**config.mk**
```make
export PLATFORM = sky130hd
export DESIGN_NAME = ps2_key_decoder_flat
export DESIGN_NICKNAME = d
export VERILOG_FILES = /design/src/rtl/ps2_key_decoder_pkg.sv /design/src/rtl/ps2_key_decoder_if.sv /design/src/rtl/ps2_evt_fifo.sv /design/src/rtl/ps2_key_decoder.sv /design/src/flat_wrapper.sv
export SDC_FILE = /design/constraint.sdc
export NUM_CORES = 1
export LEC_CHECK = 0
export ABC_AREA = 1
export CORE_MARGIN = 4
export CORE_UTILIZATION = 25
export DETAILED_ROUTE_END_ITERATION = 12
export GPL_TIMING_DRIVEN = 0
export PLACE_DENSITY_LB_ADDON = 0.1
export SKIP_CTS_REPAIR_TIMING = 1
export SLEW_MARGIN = 20
export SYNTH_ARGS = -nofsm -noshare
export SYNTH_HDL_FRONTEND = slang
export SYNTH_SLANG_ARGS = --single-unit
```
**constraint.sdc**
```tcl
create_clock -name inclock -period 4.04 [get_ports inclock]
set_clock_uncertainty 0.1 [all_clocks]
set_input_delay 0.808 -clock inclock [delete_from_list [all_inputs] [get_ports inclock]]
set_output_delay 0.808 -clock inclock [all_outputs]
set_load 0.1 [all_outputs]
```
**src/rtl/ps2_key_decoder_pkg.sv**
```systemverilog
// Shared scan-code constants, key indices and parser encodings
// for the PS/2 key decoder.
package ps2_key_decoder_pkg;

  localparam logic [7:0] SC_BRK = 8'hF0;
  localparam logic [7:0] SC_EXT = 8'hE0;
  localparam logic [7:0] SC_Q   = 8'h15;
  localparam logic [7:0] SC_Y   = 8'h35;
  localparam logic [7:0] SC_B   = 8'h32;
  localparam logic [7:0] SC_K   = 8'h42;

  localparam logic [1:0] KEY_Q = 2'd0;
  localparam logic [1:0] KEY_Y = 2'd1;
  localparam logic [1:0] KEY_B = 2'd2;
  localparam logic [1:0] KEY_K = 2'd3;

  typedef enum logic [1:0] {
    ST_IDLE,
    ST_BRK,
    ST_EXT,
    ST_EXT_BRK
  } ps2_state_t;

  typedef struct packed {
    logic       hit;
    logic [1:0] idx;
  } key_map_t;

  typedef struct packed {
    logic       make;
    logic [1:0] idx;
  } evt_t;

  function automatic key_map_t key_lookup(
    input logic [7:0] code
  );
    key_map_t m;
    m.hit = 1'b1;
    m.idx = KEY_Q;
    unique case (1'b1)
      code == SC_Q: m.idx = KEY_Q;
      code == SC_Y: m.idx = KEY_Y;
      code == SC_B: m.idx = KEY_B;
      code == SC_K: m.idx = KEY_K;
      default:      m.hit = 1'b0;
    endcase
    return m;
  endfunction

endpackage

```
**src/rtl/ps2_key_decoder_if.sv**
```systemverilog
// Key-event stream: valid/ready handshake carrying a
// {make, key index} event code.
interface ps2_key_decoder_if;
  logic       evt_valid;
  logic       evt_ready;
  logic [2:0] evt_code;

  modport master (
    output evt_valid,
    output evt_code,
    input  evt_ready
  );

  modport slave (
    input  evt_valid,
    input  evt_code,
    output evt_ready
  );
endinterface

```
**src/rtl/ps2_evt_fifo.sv**
```systemverilog
// Small register FIFO: push/full write side, valid/ready read
// side, no empty-bypass so a push is visible the next cycle.
module ps2_evt_fifo #(
  parameter int WIDTH = 3,
  parameter int DEPTH = 4
) (
  input  logic             inclock,
  input  logic             resetn,
  input  logic             push,
  input  logic [WIDTH-1:0] push_data,
  output logic             full,
  output logic             valid,
  input  logic             ready,
  output logic [WIDTH-1:0] data
);

  localparam int AW = $clog2(DEPTH);

  logic [WIDTH-1:0] mem [DEPTH];
  logic [AW-1:0]    wr_ptr;
  logic [AW-1:0]    rd_ptr;
  logic [AW:0]      count;
  logic             pop;
  logic             do_push;

  assign valid   = count != '0;
  assign full    = count == (AW+1)'(DEPTH);
  assign pop     = valid && ready;
  assign do_push = push && (!full || pop);
  assign data    = valid ? mem[rd_ptr] : '0;

  always_ff @(posedge inclock or negedge resetn) begin
    if (!resetn) begin
      wr_ptr <= '0;
      rd_ptr <= '0;
      count  <= '0;
      for (int i = 0; i < DEPTH; i++) mem[i] <= '0;
    end else begin
      if (do_push) begin
        mem[wr_ptr] <= push_data;
        wr_ptr      <= wr_ptr + 1'b1;
      end
      if (pop) rd_ptr <= rd_ptr + 1'b1;
      unique case ({do_push, pop})
        2'b10:   count <= count + 1'b1;
        2'b01:   count <= count - 1'b1;
        default: count <= count;
      endcase
    end
  end

endmodule

```
**src/rtl/ps2_key_decoder.sv**
```systemverilog
// PS/2 scan-code parser: tracks held state of four keys and
// queues filtered make/break events.
module ps2_key_decoder
  import ps2_key_decoder_pkg::*;
#(
  parameter int TIMEOUT_CYCLES = 2_500_000,
  parameter int FIFO_DEPTH     = 4
) (
  input  logic               inclock,
  input  logic               resetn,
  input  logic [7:0]         ps2_key_data,
  input  logic               ps2_key_pressed,
  output logic [3:0]         key_held,
  ps2_key_decoder_if.master  evt,
  output logic               evt_overflow
);

  localparam int TW = $clog2(TIMEOUT_CYCLES + 1);

  ps2_state_t    state;
  logic [TW-1:0] tmo;
  key_map_t      km;
  evt_t          ev;
  logic          ev_hit;
  logic          ev_acc;
  logic          fifo_full;
  logic          pop;

  assign km     = key_lookup(ps2_key_data);
  assign ev     = '{make: state == ST_IDLE, idx: km.idx};
  assign ev_hit = ps2_key_pressed && km.hit &&
                  (state == ST_IDLE || state == ST_BRK);
  // repeats of a held key and breaks of an idle key vanish
  assign ev_acc = ev_hit && (key_held[km.idx] != ev.make);
  assign pop    = evt.evt_valid && evt.evt_ready;

  always_ff @(posedge inclock or negedge resetn) begin
    if (!resetn) begin
      state        <= ST_IDLE;
      tmo          <= '0;
      key_held     <= '0;
      evt_overflow <= 1'b0;
    end else begin
      if (ps2_key_pressed) begin
        tmo <= '0;
        unique case (state)
          ST_IDLE: begin
            if (ps2_key_data == SC_BRK)      state <= ST_BRK;
            else if (ps2_key_data == SC_EXT) state <= ST_EXT;
          end
          ST_BRK: begin
            if (ps2_key_data == SC_BRK)      state <= ST_BRK;
            else if (ps2_key_data == SC_EXT) state <= ST_EXT;
            else                             state <= ST_IDLE;
          end
          ST_EXT: begin
            if (ps2_key_data == SC_BRK) state <= ST_EXT_BRK;
            else                        state <= ST_IDLE;
          end
          default: state <= ST_IDLE;
        endcase
      end else if (state == ST_IDLE) begin
        tmo <= '0;
      end else if (tmo == TW'(TIMEOUT_CYCLES)) begin
        state <= ST_IDLE;
        tmo   <= '0;
      end else begin
        tmo <= tmo + 1'b1;
      end

      if (ev_acc) key_held[km.idx] <= ev.make;
      if (ev_acc && fifo_full && !pop) evt_overflow <= 1'b1;
    end
  end

  ps2_evt_fifo #(
    .WIDTH (3),
    .DEPTH (FIFO_DEPTH)
  ) u_fifo (
    .inclock   (inclock),
    .resetn    (resetn),
    .push      (ev_acc),
    .push_data (ev),
    .full      (fifo_full),
    .valid     (evt.evt_valid),
    .ready     (evt.evt_ready),
    .data      (evt.evt_code)
  );

endmodule

```
**src/flat_wrapper.sv**
```systemverilog
// flat-port wrapper written by rule: the top's interface ports become plain ports
module ps2_key_decoder_flat import ps2_key_decoder_pkg::*;
#(
  parameter int TIMEOUT_CYCLES = 2_500_000,
  parameter int FIFO_DEPTH     = 4
)
  (inclock, resetn, ps2_key_data, ps2_key_pressed, key_held, evt_overflow, evt_evt_valid, evt_evt_code, evt_evt_ready);
  ps2_key_decoder_if evt_i ();
  input  logic inclock;
  input  logic resetn;
  input  logic [7:0] ps2_key_data;
  input  logic ps2_key_pressed;
  output logic [3:0] key_held;
  output logic evt_overflow;
  output wire logic [$bits(evt_i.evt_valid)-1:0] evt_evt_valid;
  output wire logic [$bits(evt_i.evt_code)-1:0] evt_evt_code;
  input wire logic [$bits(evt_i.evt_ready)-1:0] evt_evt_ready;
  assign evt_evt_valid = evt_i.evt_valid;
  assign evt_evt_code = evt_i.evt_code;
  assign evt_i.evt_ready = evt_evt_ready;
  ps2_key_decoder #(.TIMEOUT_CYCLES(TIMEOUT_CYCLES), .FIFO_DEPTH(FIFO_DEPTH)) u_core (.inclock(inclock), .resetn(resetn), .ps2_key_data(ps2_key_data), .ps2_key_pressed(ps2_key_pressed), .key_held(key_held), .evt(evt_i), .evt_overflow(evt_overflow));
endmodule
```
# After elaboration in Yosys (flattened, before gate mapping)
# Cells that the tools add are included.
# word_totals
ff_bits	48
input_bits	12
out_inout_bits	9
wordCells	84
# classes
addsub	5
magnitude_cmp	5
n_eq_ne	15
n_mux	27
bitwise_logic	2
reduce_logical	19
# ops
op	n
$mux 22	3
$add 22x1->22 const B	1
$eq 22x22->1 const B	1
$eq 8x6->1 const B	2
$eq 8x8->1 const B	2
$mux 2	8
$bwmux 12	1
$mux 3	4
$pmux 2 s3	2
$logic_and 1x1->1	9
$eq 8x5->1 const B	1
$eq 8x7->1 const B	1
$bmux 3 s2	1
$demux 3 s2	1
$ge 3x3->1 const B	2
$not 2->3	2
$pmux 3 s2	1
$add 2x1->2 const B	2
$bwmux 4	1
$eq 2x1->1 const B	2
$eq 2x2->1 const B	2
$reduce_bool 2->1	2
$reduce_or 4->1	1
$add 3x1->3 const B	1
16 further kinds	20

# Longest topological paths before layout
# Gate-level depths: netlist (run 1).
# depth
word_depth	9
ltp_mapped	17
depth_no_buf	17

# By module
# A second synthesis (run 1) with hierarchy kept.
# unflattened
cells_unflattened	363
hier_area_um2	2872.8
# by_module_without_submodules
mod	instances	cells_each	area_each_um2	seq_area_each_um2
ps2_key_decoder	1	247	1860.5	725.7
ps2_evt_fifo	1	116	1012.2	475.5

# Worst setup path before layout (run 1)
# No wires, ideal clock.
# synth_path
path_kind	register to output
startpoint	register u_core.u_fifo.count[0]
endpoint	output evt_evt_code[0]
arrival_time_ns	2.808
required_time_ns	3.132
slack_ns	0.324
stages_incl_launch_ff	5
path_buffers	0
path_cell_list	dfrtp_1 -> nor2_1 -> nand2_1 -> inv_1 -> a21oi_1
# synth_via
elab_chain_cells	2
# synth_lines
item	line	rtl
from (decl)	ps2_evt_fifo.sv:22	logic [AW:0] count;
from (signal assigned)	ps2_evt_fifo.sv:45	2'b10: count <= count + 1'b1;
from (signal assigned)	ps2_evt_fifo.sv:46	2'b01: count <= count - 1'b1;
from (signal assigned)	ps2_evt_fifo.sv:47	default: count <= count;
$reduce_bool 3->1	ps2_evt_fifo.sv:26	assign valid = count != '0;
named net evt_evt_valid	flat_wrapper.sv:15	output wire logic [$bits(evt_i.evt_valid)-1:0] evt_evt_valid;
$mux 3	ps2_evt_fifo.sv:30	assign data = valid ? mem[rd_ptr] : '0;
to (decl)	flat_wrapper.sv:16	output wire logic [$bits(evt_i.evt_code)-1:0] evt_evt_code;
# The timed path passes the listed nets, and every way through them passes these cells.

# Worst setup path in the final report (run 1)
# layout_path
startpoint	register u_core.u_fifo.rd_ptr[0]
endpoint	output evt_evt_code[1]
# layout_via
elab_chain_cells	5
# layout_lines
item	line	rtl
from (decl)	ps2_evt_fifo.sv:21	logic [AW-1:0] rd_ptr;
from (signal assigned)	ps2_evt_fifo.sv:43	if (pop) rd_ptr <= rd_ptr + 1'b1;
$not 2->3 (implied by the code)	ps2_evt_fifo.sv:30	
$bmux 3 s2	ps2_evt_fifo.sv:30	
$mux 3 (implied by the code) (2 in a row)	ps2_evt_fifo.sv:30	
$mux 3	ps2_evt_fifo.sv:30	
# No other way between the ends. The select of a mux whose other input is x is not followed.

==> results of run 1 <==
## worst register-to-register path, stage by stage (launching register included)
cell and delay [ns]:
dfrtp_1 0.40, nor2_1 0.17, nand3_1 0.34, nand2_1 0.28, ha_1 0.17, inv_1 0.06, fa_1 0.38, a21oi_1 0.15
o21ai_0 0.11, xor2_1 0.15
## per-layer routing
metal / global-route usage (%) / routed length [microns]
met1: 13.6 / 3010
met2: 17.1 / 2820
met3: 2.25 / 168
met4: 3.45 / 102
met5: 0 / 0
## cell usage after synthesis (2+ instances only)
master / number / area share [%]
o22ai_1: 2 / 0.45
nand3_1: 13 / 2.4
dfrtp_1: 48 / 44
nor2_4: 2 / 0.82
a21oi_1: 11 / 2.0
nor2_1: 61 / 8.3
inv_2: 8 / 1.1
nand2_2: 10 / 2.3
ha_1: 7 / 3.2
buf_2: 3 / 0.54
nor3_1: 4 / 0.73
xnor2_1: 4 / 1.3
xor2_1: 9 / 2.9
nand4_2: 2 / 0.91
o21ai_0: 15 / 2.7
nand3_2: 2 / 0.73
nand4_1: 24 / 5.4
inv_1: 40 / 5.4
nand2_1: 77 / 10
nor2_2: 5 / 1.1
## registers in the layout (all words and copies together), names as in the netlist
signal and flops:
u_core.key_held 4, u_core.tmo 22, u_core.u_fifo.wr_ptr 2, u_core.state 2
u_core.evt_overflow 1, u_core.u_fifo.count 3, u_core.u_fifo.rd_ptr 2, u_core.u_fifo.mem 12
## how the worst max path moves through the flow
stage,slack [ns],cells past startpoint,from,to
floorplan,0.32,4,u_core.u_fifo.count[0],evt_evt_code[0]
finish,0.65,6,u_core.u_fifo.rd_ptr[0],evt_evt_code[1]
detailed placement,0.51,17,ps2_key_data[4],u_core.u_fifo.count[2]
CTS,0.62,6,u_core.u_fifo.rd_ptr[0],evt_evt_code[1]
global placement,0.45,1,resetn,u_core.tmo[7]
global route,0.45,6,u_core.u_fifo.rd_ptr[0],evt_evt_code[1]
## cells by family after synthesis
group / after synthesis / share of synthesized area [%]
AOI/OAI and AO/OA: 32 / 6.22
xor gates and xnor gates: 13 / 4.13
buffers and inverters: 54 / 7.81
adders and majority gates: 8 / 3.91
and+or+nand+nor: 204 / 34.3
DFF: 48 / 43.6
## placed cells by master, fill, tap and decap left out, drive strengths merged, types with 2 or more instances in the layout
master	synthesis	layout
a21oi	11	11
nand2	87	87
xnor2	4	4
buf	4	5
ha	7	7
inv	48	48
nor3	5	5
clkbuf	1	8
nand3	15	15
nor2	68	68
dfrtp	48	48
clkdlybuf4s50	0	19
o22ai	2	2
xor2	9	9
o21ai	15	15
nand4	26	26
## report_power, final
| group | switching, W | internal, W | total, W | leakage [nW] |
|---|---|---|---|---|
| logic | 0.000408 | 0.000154 | 0.000562 | 0.808 |
| registers | 0.0000328 | 0.000522 | 0.000555 | 0.655 |
| clock network | 0.000163 | 0.000153 | 0.000316 | 0.0503 |
## per-stage QoR
step                      setup slack, ns  instances
after global placement              0.446        519
final                               0.647        526
after global routing                0.447        526
after detailed placement            0.514        519
after floorplan                     0.324        359
after CTS                           0.616        526
## area by class of cell
cell class,instances,share of cell area (%)
multi-input cells,257,41.5
flip-flops and latches,48,37.3
repair buffers,20,6.13
inverters,49,5.74
well taps,140,5.43
clock buffers,7,2.99
plain buffers,5,0.931
==> flow_metrics.tcl, run 1 <==
set metrics [dict create \
    outcome "finished clean" \
    r2r-start "u_core.u_fifo.count[1]" \
    die-height_microns 113 \
    tightest_slew_ns 0.978 \
    whs_ns 0.370 \
    drt_iter0_markers 61 \
    drive_gt1_share_pct 11.1 \
    num_rows 38 \
    synth-edff-count 0 \
    tns_ns 0 \
    cts_made_buffers 5 \
    max-clock-path-buffers 2 \
    io_pins 21 \
    portBuffers 20 \
    p_total_w 0.00143 \
    critPathRequiredTime_ns 3.13 \
    period_minus_slack_ns 3.39 \
    placed_cell_area_sq_mm 0.00313 \
    whs_path_depth 1 \
    critPathMaxStageDelay_ns 1.15 \
    path_cells "clkbuf_1 -> nor2_1 -> nor2_1 -> o21ai_0 -> a21oi_1 -> clkdlybuf4s50_1" \
    yosysSeqAreaShare_pct 43.6 \
    rr_worst_depth 9 \
    drcViolationCount 0 \
    synth_seq_cells 48 \
    track_usage_pct 10.4 \
    antenna_found_initial 0 \
    ys_warn_count 0 \
    htreeDepth 2 \
    vias 2286 \
    dp_hpwl_microns 4630 \
    max_freq_mhz 295 \
    cp_slowest_cell "clkdlybuf4s50_1" \
    maxSlewViolCount 0 \
    syn_area_sq_mm 0.00276 \
    hold_viol 0 \
    fin_area_sq_mm 0.00322 \
    whs_endpoint "u_core.tmo[18]" \
    n_fill_cell 1176 \
    regToRegSetupSlack_ns 1.62 \
    area_delta_synth_final_pct 17.0 \
    syn-instance-count 359 \
    cts_tree "yes" \
    viasPerCell 4.35 \
    core_area_sq_mm 0.0108 \
    nets 406 \
    hold_start "u_core.tmo[18]" \
    start_kind "register" \
    synth_cell_types 32 \
    r2r_end "u_core.u_fifo.count[2]" \
    async_flop_share_pct 100 \
    crit_family "buffers and inverters" \
    cp-end-kind "output pin" \
    cts_sinks 48 \
    ys.flop_type "dfrtp_1" \
    p_leak_nw 1.51 \
    grt_pass1_vias 2388 \
    relSlewSlack_pct 34.6 \
    antenna_cells 0 \
    setup_viol 0 \
    grt_max_degree 49 \
    worst_skew_pair.late_latency_ns 0.31 \
    grt_pass1_wl_microns 10900 \
    avgSynthCellArea_sq_um 7.67 \
    wire_per_inst_microns 11.6 \
    rsz0062_at_grt "false" \
    die_x_microns 113 \
    die_area_sq_mm 0.0128 \
    worst-path-buf-inv 2 \
    multi_input_area_sq_mm 0.00134 \
    grt_overflow 0 \
    arrival_ns 2.48 \
    cpMostUsedCell "nor2_1" \
    start_util_pct 25.5 \
    max_cap_violations 0 \
    period_share_pct 84.0 \
    min_path_type "register to register" \
    utilization_pct 29.9 \
    power_density_mw_per_mm2 444 \
    cp_max_fo 8 \
    root_buffer "clkbuf_8" \
    worst-setup-path-type "register to output pin" \
    synth.net_count 379 \
    drtAntennaViolNets 0 \
    wirelength_microns 6100 \
    seq_area_sq_mm 0.00120 \
    clk_transition_reported_paths_ns 0.09 \
    drt-pass1-iter-count 4 \
    peakVddDrop_mv 0.522 \
    gp_congestion 0.758 \
]
No activity file was read; power rests on OpenSTA's default activity.
==> run 2: changes to the inputs <==
==> constraint.sdc (replaced) <==
create_clock -name inclock -period 2.75 [get_ports inclock]
set_clock_uncertainty 0.1 [all_clocks]
set_input_delay 0.55 -clock inclock [delete_from_list [all_inputs] [get_ports inclock]]
set_output_delay 0.55 -clock inclock [all_outputs]
set_load 0.1 [all_outputs]
==> flow_metrics.tcl, run 2 (synthesis gave the netlist of run 1 again) <==
set metrics [dict create \
    drt_iter0_markers 75 \
    peakVddDrop_mv 0.669 \
    final_common_cell "nand2_1" \
    grt_max_degree 49 \
    num_rows 38 \
    largest_register "u_core.tmo" \
    portBuffers 20 \
    die-height_microns 113 \
    grt_pass1_vias 2270 \
    drt-pass1-iter-count 4 \
    setup_viol 0 \
    max-clock-path-buffers 2 \
    relSlewSlack_pct 34.3 \
    arrival_ns 1.99 \
    cp_max_fo 3 \
    regToRegSetupSlack_ns 0.46 \
    met1_length_microns 3160 \
    max_freq_mhz 379 \
    dp_hpwl_microns 4710 \
    cts_made_buffers 5 \
    power_density_mw_per_mm2 654 \
    die_x_microns 113 \
    cp-endpoint "evt_evt_valid" \
    area_delta_synth_final_pct 21.1 \
    antenna_found_initial 0 \
    outcome "finished clean" \
    root_buffer "clkbuf_8" \
    critPathRequiredTime_ns 2.10 \
    worst_skew_pair.late_latency_ns 0.31 \
    drive_gt1_share_pct 16.3 \
    track_usage_pct 10.3 \
    cts_tree "yes" \
    rr_worst_depth 9 \
    start_kind "register" \
    period_minus_slack_ns 2.64 \
    start_util_pct 25.5 \
    critPathMaxStageDelay_ns 1.13 \
    utilization_pct 30.9 \
    die_area_sq_mm 0.0128 \
    wl_met3_microns 145 \
    mostFrequentLayoutCells "nand2_1 (75), nor2_1 (59), dfrtp_1 (48), inv_1 (39), nand4_1 (24)" \
    drcViolationCount 0 \
    worst-setup-path-type "register to output pin" \
    p_leak_nw 1.61 \
    viasPerCell 4.36 \
    cts_sinks 48 \
    min_path_type "primary input to asynchronous set/reset pin" \
    r2r_end "u_core.u_fifo.count[2]" \
    wire_per_inst_microns 11.9 \
    cp.depth 3 \
    crit_family "buffers and inverters" \
    max_cap_violations 0 \
    n_fill_cell 1185 \
    grt_pass1_wl_microns 10700 \
    core_area_sq_mm 0.0108 \
    critPathLaunch "u_core.u_fifo.count[0]" \
    htreeDepth 2 \
    tightest_slew_ns 0.982 \
    top_regs "u_core.tmo x22, u_core.u_fifo.mem x12, u_core.key_held x4" \
    finalNonFillerCells 533 \
    antenna_cells 0 \
    maxSlewViolCount 0 \
    wirelength_microns 6350 \
    io_pins 21 \
    largest_register_ffs 22 \
    hold_viol 0 \
    worst-path-buf-inv 1 \
    vias 2323 \
    cp-end-kind "output pin" \
    met2_length_microns 2970 \
    period_share_pct 95.9 \
    grt_overflow 0 \
    dp.cells 519 \
    clk_transition_reported_paths_ns 0.10 \
    drtAntennaViolNets 0 \
    gp_congestion 0.747 \
    cp_slowest_cell "clkdlybuf4s50_1" \
    routed.top_layer "met4" \
    path_cells "nor2_1 -> nand2_1 -> clkdlybuf4s50_1" \
    nets 412 \
    r2r-start "u_core.u_fifo.count[1]" \
]
run 2: cell count changes in the layout (fill, tap and decap cells not counted), sizes merged:
| cell | change |
|---|---|
| buf | +6 |
| bufinv | +1 |
| clkdlybuf4s50 | -9 |
| dlymetal6s2s | +6 |
| inv | +1 |
| clkbuf | +2 |
run 2: area by class of cell:
| type | instances | area [sq um] | area share [%] |
|---|---|---|---|
| buffer | 5 | 30.0 | 0.900 |
| clock buffer | 6 | 72.6 | 2.18 |
| clock inverter | 2 | 35.0 | 1.05 |
| inverter | 49 | 186 | 5.59 |
| multi-input combinational | 257 | 1390 | 41.7 |
| sequential | 48 | 1200 | 36.0 |
| tap | 140 | 175 | 5.25 |
| timing repair buffer | 26 | 243 | 7.28 |
run 2: worst reg2reg max path, cell delays in order, from the launching register on:
cell     delay (ns)
dfrtp_1        0.41
nor2_1         0.16
nand3_1        0.37
nand2_4        0.23
ha_4           0.14
inv_2          0.05
fa_2           0.37
a21oi_2        0.14
o21ai_2        0.07
xor2_1         0.13
run 2: power by group:
group | switching [W] | internal, W
logic | 0.000622 | 0.000219
registers | 0.0000513 | 0.000767
clock network | 0.000252 | 0.000270
run 2: how the worst min path moves through the flow:
stage                    from             endpoint  slack (ns)  depth (start not counted)
2_1_floorplan          resetn  u_core.evt_overflow        0.15                          0
3_3_place_gp   u_core.tmo[18]       u_core.tmo[18]        0.35                          1
3_5_place_dp   u_core.tmo[18]       u_core.tmo[18]        0.35                          1
4_1_cts                resetn   u_core.key_held[3]        0.18                          1
5_1_grt                resetn   u_core.key_held[3]        0.20                          1
6_report               resetn   u_core.key_held[3]        0.15                          1
run 2: per-stage QoR:
stage / power (W) / cell area [sq um] / setup WS (ns) / setup TNS, ns / hold WS [ns]
global route: 0.00232 / 3340 / -0.00902 / -0.00902 / 0.199
finish: 0.00218 / 3340 / 0.112 / 0 / 0.146
floorplan: 0.00148 / 2770 / -0.137 / -0.411 / 0.154
detailed placement: 0.00168 / 3140 / -0.508 / -1.22 / 0.354
CTS: 0.00221 / 3250 / -0.419 / -1.53 / 0.177
global placement: 0.00168 / 3140 / -0.589 / -29.35 / 0.353
run 2: metal layers:
layer | track usage (%) | vias to the layer above
met1 | 13.7 | 1084
met4 | 2.88 | 0
li1 | - | 1214
met2 | 16.6 | 17
met5 | 0 | -
met3 | 2.46 | 8
